--- src/rtl/fpu_pkg.sv ---
// Shared FP32 definitions for the multiplier arbiter block.
package fpu_pkg;
    localparam int MUL_LAT_DEF = 4;
    localparam int FP32_W      = 32;

    // One multiplier result as stored in a per-requester FIFO.
    typedef struct packed {
        logic [FP32_W-1:0] data;
        logic              ovf;
        logic              unf;
    } fp_res_t;
endpackage

--- src/rtl/fpu_mul_res_fifo.sv ---
// Per-requester result FIFO; the head entry is presented directly from storage.
module fpu_mul_res_fifo
    import fpu_pkg::*;
#(
    parameter int DEPTH = 4
) (
    input  logic    clk,
    input  logic    rst_n,
    input  logic    push,
    input  logic    pop,
    input  fp_res_t din,
    output fp_res_t dout,
    output logic    empty
);
    localparam int PW = (DEPTH > 1) ? $clog2(DEPTH) : 1;
    localparam int CW = $clog2(DEPTH + 1);

    fp_res_t         mem [DEPTH];
    logic [PW-1:0]   wr_ptr, rd_ptr;
    logic [CW-1:0]   count;
    logic            full;
    logic            do_push, do_pop;

    assign empty   = (count == '0);
    assign full    = (count == CW'(DEPTH));
    assign do_push = push && !full;
    assign do_pop  = pop && !empty;
    assign dout    = mem[rd_ptr];

    // Storage, wrapping pointers and occupancy; reset clears storage so the head reads zero.
    always_ff @(posedge clk or negedge rst_n) begin
        if (!rst_n) begin
            wr_ptr <= '0;
            rd_ptr <= '0;
            count  <= '0;
            for (int i = 0; i < DEPTH; i++) mem[i] <= '0;
        end else begin
            if (do_push) begin
                mem[wr_ptr] <= din;
                wr_ptr      <= (wr_ptr == PW'(DEPTH - 1)) ? '0 : wr_ptr + PW'(1);
            end
            if (do_pop)
                rd_ptr <= (rd_ptr == PW'(DEPTH - 1)) ? '0 : rd_ptr + PW'(1);
            if (do_push && !do_pop)
                count <= count + CW'(1);
            else if (!do_push && do_pop)
                count <= count - CW'(1);
        end
    end
endmodule

--- src/rtl/fpu_mul_arbiter.sv ---
// Two-requester arbiter in front of a shared pipelined FP32 multiplier.
// Credits reserve result-FIFO space at grant time, so an exiting tag always has room.
module fpu_mul_arbiter
    import fpu_pkg::*;
#(
    parameter int MUL_LAT   = MUL_LAT_DEF,
    parameter int RES_DEPTH = 4
) (
    input  logic        clk,
    input  logic        rst_n,
    input  logic        req0_valid,
    output logic        req0_ready,
    input  logic [31:0] req0_a,
    input  logic [31:0] req0_b,
    input  logic        req1_valid,
    output logic        req1_ready,
    input  logic [31:0] req1_a,
    input  logic [31:0] req1_b,
    output logic        res0_valid,
    input  logic        res0_ready,
    output logic [31:0] res0_data,
    output logic        res0_ovf,
    output logic        res0_unf,
    output logic        res1_valid,
    input  logic        res1_ready,
    output logic [31:0] res1_data,
    output logic        res1_ovf,
    output logic        res1_unf,
    output logic [31:0] mul_a,
    output logic [31:0] mul_b,
    input  logic [31:0] mul_result,
    input  logic        mul_overflow,
    input  logic        mul_underflow
);
    localparam int NREQ = 2;
    localparam int CW   = $clog2(RES_DEPTH + 1);

    logic [NREQ-1:0]             req_valid, res_ready, res_valid, empty;
    logic [NREQ-1:0]             elig, gnt, push, pop;
    logic [NREQ-1:0][FP32_W-1:0] req_a, req_b;
    fp_res_t                     res_head [NREQ];
    fp_res_t                     mul_res;
    logic                        last_grant;
    logic [MUL_LAT-1:0]          tag_vld, tag_id;

    assign req_valid = {req1_valid, req0_valid};
    assign res_ready = {res1_ready, res0_ready};
    assign req_a     = {req1_a, req0_a};
    assign req_b     = {req1_b, req0_b};
    assign mul_res   = {mul_result, mul_overflow, mul_underflow};

    assign req0_ready = gnt[0];
    assign req1_ready = gnt[1];
    assign res0_valid = res_valid[0];
    assign res1_valid = res_valid[1];
    assign res0_data  = res_head[0].data;
    assign res0_ovf   = res_head[0].ovf;
    assign res0_unf   = res_head[0].unf;
    assign res1_data  = res_head[1].data;
    assign res1_ovf   = res_head[1].ovf;
    assign res1_unf   = res_head[1].unf;

    // Per-requester credit, eligibility and result FIFO.
    for (genvar n = 0; n < NREQ; n++) begin : g_req
        logic [CW-1:0] credit;

        // Gated by rst_n so ready drops the instant reset asserts.
        assign elig[n]      = rst_n && req_valid[n] && (credit < CW'(RES_DEPTH));
        assign push[n]      = tag_vld[MUL_LAT-1] && (tag_id[MUL_LAT-1] == 1'(n));
        assign pop[n]       = res_valid[n] && res_ready[n];
        assign res_valid[n] = !empty[n];

        // Credit counts ops in flight plus buffered results; grant and pop together cancel.
        always_ff @(posedge clk or negedge rst_n) begin
            if (!rst_n)
                credit <= '0;
            else if (gnt[n] && !pop[n])
                credit <= credit + CW'(1);
            else if (!gnt[n] && pop[n])
                credit <= credit - CW'(1);
        end

        fpu_mul_res_fifo #(.DEPTH(RES_DEPTH)) u_fifo (
            .clk   (clk),
            .rst_n (rst_n),
            .push  (push[n]),
            .pop   (pop[n]),
            .din   (mul_res),
            .dout  (res_head[n]),
            .empty (empty[n])
        );
    end

    // Round-robin grant on a tie, operand mux to the multiplier; no grant sends a zero bubble.
    always_comb begin
        gnt   = elig;
        mul_a = '0;
        mul_b = '0;
        if (&elig)
            gnt = last_grant ? 2'b01 : 2'b10;
        if (gnt[1]) begin
            mul_a = req_a[1];
            mul_b = req_b[1];
        end else if (gnt[0]) begin
            mul_a = req_a[0];
            mul_b = req_b[0];
        end
    end

    // Last-grant pointer moves only when something is granted; reset favours req0.
    always_ff @(posedge clk or negedge rst_n) begin
        if (!rst_n)
            last_grant <= 1'b1;
        else if (|gnt)
            last_grant <= gnt[1];
    end

    // Tag pipeline tracks which requester owns each multiplier stage.
    always_ff @(posedge clk or negedge rst_n) begin
        if (!rst_n) begin
            tag_vld <= '0;
            tag_id  <= '0;
        end else begin
            tag_vld[0] <= |gnt;
            tag_id[0]  <= gnt[1];
            for (int i = 1; i < MUL_LAT; i++) begin
                tag_vld[i] <= tag_vld[i-1];
                tag_id[i]  <= tag_id[i-1];
            end
        end
    end
endmodule

--- config.mk ---
export PLATFORM = sky130hd
export DESIGN_NAME = fpu_mul_arbiter
export DESIGN_NICKNAME = d
export VERILOG_FILES = /design/src/rtl/fpu_pkg.sv /design/src/rtl/fpu_mul_res_fifo.sv /design/src/rtl/fpu_mul_arbiter.sv
export SDC_FILE = /design/constraint.sdc
export NUM_CORES = 1
export LEC_CHECK = 0
export ABC_AREA = 1
export CORE_ASPECT_RATIO = 1.25
export CORE_UTILIZATION = 53
export CTS_CLUSTER_DIAMETER = 200
export DETAILED_ROUTE_END_ITERATION = 10
export GPL_ROUTABILITY_DRIVEN = 0
export PLACE_DENSITY_LB_ADDON = 0.2
export SYNTH_ARGS = -nofsm -noshare
export SYNTH_HDL_FRONTEND = slang
export SYNTH_SLANG_ARGS = --single-unit
--- constraint.sdc ---
create_clock -name clk -period 2.6 [get_ports clk]
set_clock_uncertainty 0.05 [all_clocks]
set_input_delay 0.52 -clock clk [delete_from_list [all_inputs] [get_ports clk]]
set_output_delay 0.52 -clock clk [all_outputs]
set_load 0.02 [all_outputs]
==> results of run 1 <==
worst register-to-register path: stages (launching register included):
cell	delay, ps
dfstp_2	540
inv_1	70
nand2_2	100
buf_12	230
nand2_1	110
inv_1	80
buf_4	100
ha_1	140
inv_1	70
fa_1	400
nand2_1	110
nand3_1	70
nand2_1	60
nand2_1	40
sequential cells by signal (all words and copies together), names as in the netlist:
| register | cells |
|---|---|
| last_grant | 1 |
| tag_vld | 4 |
| g_req.u_fifo.rd_ptr | 4 |
| g_req.u_fifo.mem | 272 |
| g_req.u_fifo.wr_ptr | 4 |
| g_req.credit | 6 |
| tag_id | 4 |
| g_req.u_fifo.count | 6 |
cells in the final DEF, fill, tap and decap left out, types with 5 or more instances in the layout:
master / n
nand2_1: 862
dfrtp_1: 296
nand4_1: 276
clkdlybuf4s50_1: 167
inv_1: 161
o21ai_0: 70
nand3_1: 70
o211ai_1: 68
a21oi_1: 66
buf_4: 63
buf_2: 62
clkbuf_16: 32
clkbuf_2: 27
buf_12: 20
dlygate4sd2_1: 15
ha_1: 14
clkdlybuf4s15_1: 10
nand3_2: 9
diode_2: 7
clkinv_2: 7
clkbuf_8: 5
clkbuf_1: 5
buf_6: 5
metal layers:
| layer | vias up | global-route usage, % | part of all wire [%] |
|---|---|---|---|
| li1 | 7443 | - | - |
| met1 | 7418 | 40.4 | 37 |
| met2 | 743 | 54.0 | 48 |
| met3 | 128 | 6.77 | 8.6 |
| met4 | 6 | 21.6 | 6.6 |
| met5 | - | 0 | 0.071 |
path summary, 6_finish.rpt:
kind	from	to	slack (ps)	depth (start not counted)
setup reg to reg	last_grant$_DFFE_PN1P_	g_req[0].credit[2]$_DFFE_PN0P_	310	13
max in group asynchronous	rst_n	g_req[1].u_fifo.mem[53]$_DFFE_PN0P_	1290	3
setup / recovery	g_req[0].u_fifo.rd_ptr[0]$_DFFE_PN0P_	res0_data[1]	30	5
hold / removal	rst_n	g_req[0].u_fifo.mem[7]$_DFFE_PN0P_	70	2
hold reg to reg	tag_id[1]$_DFF_PN0_	tag_id[2]$_DFF_PN0_	300	0
min in group clk	tag_id[1]$_DFF_PN0_	tag_id[2]$_DFF_PN0_	300	0
cell families (layout without fill, tap and decap cells):
kind of cell / Yosys count / in the layout / synth area share [%]
buf+inv: 380 / 594 / 13.0
xor+xnor: 4 / 4 / 0.210
flops: 301 / 301 / 45.2
compound gates: 209 / 209 / 7.29
simple gates: 1231 / 1231 / 32.8
fa+ha+maj: 18 / 18 / 1.53
other cells: 0 / 7 / 0
stage by stage:
step,std cells,hold slack (ps),TNS (ps),instance area [µm²],utilization [%]
after floorplan,2143,174,0,16700,-
after global placement,2696,282,-22210,19400,62.6
after detailed placement,2696,285,-26990,19400,62.6
after CTS,2762,65.7,-7.19,20300,65.4
after global routing,2771,105,-19.7,20100,65.0
final,2771,65.7,0,20100,65.0
final cells by class:
type	instances	area share [%]
inverters	163	3.06
well taps	407	2.53
flip-flops and latches	301	37.5
clock buffers	41	4.29
clock inverters	13	0.739
repair buffers	377	17.0
multi-input cells	1462	34.9
diodes	7	0.0870
power groups by stage:
| stage | registers (W) | clock network (W) | logic (W) |
|---|---|---|---|
| after detailed placement | 0.00829 | 0 | 0.0129 |
| after floorplan | 0.00789 | 0 | 0.00859 |
| after global routing | 0.00850 | 0.00468 | 0.0137 |
| final | 0.00821 | 0.00444 | 0.0124 |
| after CTS | 0.00820 | 0.00449 | 0.0125 |
| after global placement | 0.00818 | 0 | 0.0127 |
what timing repair did:
action / in CTS / in global routing
endpoints found under the setup margin: 134 / 88
cloned: 3 / 1
pin swaps: 3 / 6
hold buffers: 0 / 0
resized for setup: 391 / 90
setup buffers: 10 / 2
==> flow_summary.ini, run 1 <==
[placed_design]
port_buffers = 303
dpl_worst_slack_ps = -449
dp_hpwl_um = 34200

[yosys]
yosys.area.top_type = dfrtp_1
seq_area_frac_synth_pct = 45.2
async_flop_share_pct = 100
synthesis.area_um2 = 16700
yosys-top-cells-area = dfrtp_1, nand2_1, nand4_1
synth-edff-count = 0
syn_avg_cell_area_um2 = 7.78
ys_top_cells_by_count = nand2_1, dfrtp_1, nand4_1
ys_warn_count = 0
synth_cells = 2143
synth_seq_cells = 301
synth_cell_type_count = 28
ys.flop_type = dfrtp_1
synthesis.nets = 2329
synthMostInstantiatedCell = nand2_1
synth.top_cell.area_share_pct = 45.0

[finish]
multi_input_area_um2 = 7020
fin_nets = 2521
drive_gt1_share_pct = 11.2
ff_latch_area_um2 = 7540
area_growth_pct = 20.7
fill_cells = 2676

[worst_setup_path]
cp_top_family = flip-flops
startpoint_type = flip-flop
critPathMaxStageDelay_ps = 500
crit_chain = buf_12 -> a21oi_1 -> o21ai_0 -> nand2_1 -> clkdlybuf4s15_1
path_max_fanout = 59
cp.required_ps = 2030
crit_buf_inv = 2
crit_type = reg -> out
crit_arrival_ps = 2000
crit_path_top_delay_cell = dfrtp_4
end_kind = output port

[pwr]
power.density_nw_per_um2 = 1240
seqPwrFrac_pct = 32.8
ir_drop_uv = 679
pwr-share-clk_pct = 17.7
comb_power_share_pct = 49.5
p_int_w = 0.0138
power_switching_w = 0.0112
swShare_pct = 44.8
power_w = 0.0250
p_leak_nw = 10.4

[outcome]
status = completed

[sta]
post-route-min-period_ps = 2570
worst_slack_ps = 34.7
hold_viol = 0
rsz0062_at_grt = yes
finalSetupViolations = 0
drv_slew = 0
worst_pin_slew_ps = 1090
slew-limit-headroom_pct = 27.6
max_freq_mhz = 390
timing.final.crit_share_pct = 98.7

[floorplan]
die-area_um2 = 32200
die_h_um = 200
initial_utilization_pct = 53.8
io_pins = 304
std_cell_rows = 72
coreArea_um2 = 31000
die_w_um = 161

[routing]
avgRoutedWirePerCell_um = 19.3
viasPerCell = 5.68
first_pass_iters = 7
remaining_drc_errors = 0
num_vias = 15700
drt-total-wl_um = 53600
first_iter_violations = 1630
ant_nets = 0

[cts]
htree_num_levels = 1
cts_tree = done
numCtsBuffers = 30
clk_pin_slew_worst_paths_ps = 60
cts_sinks = 301
clock_latency_ps = 560
clock-root-buffer = clkbuf_16
clk_path_buf_depth = 3

[worst_hold_path]
hp-class = in -> async

[grt]
antenna_found_initial = 11
grt_max_degree = 141
grt_pass1_vias = 15300
grt_overflow_total = 0
grt_pass1_wl_um = 84300
grt.total_usage_pct = 33.3

[run]
drv_cap = 0
Power figures use the tool's default switching activity.
==> run 2, diff against run 1 <==
--- a/config.mk
+++ b/config.mk
@@ -10,7 +10,7 @@
 export CORE_UTILIZATION = 53
 export CTS_CLUSTER_DIAMETER = 200
 export DETAILED_ROUTE_END_ITERATION = 10
-export GPL_ROUTABILITY_DRIVEN = 0
+export GPL_ROUTABILITY_DRIVEN = 1
 export PLACE_DENSITY_LB_ADDON = 0.2
 export SYNTH_ARGS = -nofsm -noshare
 export SYNTH_HDL_FRONTEND = slang
==> results of run 2 <==
Same layout as run 1: the final DEF is identical, and so are final timing and power.
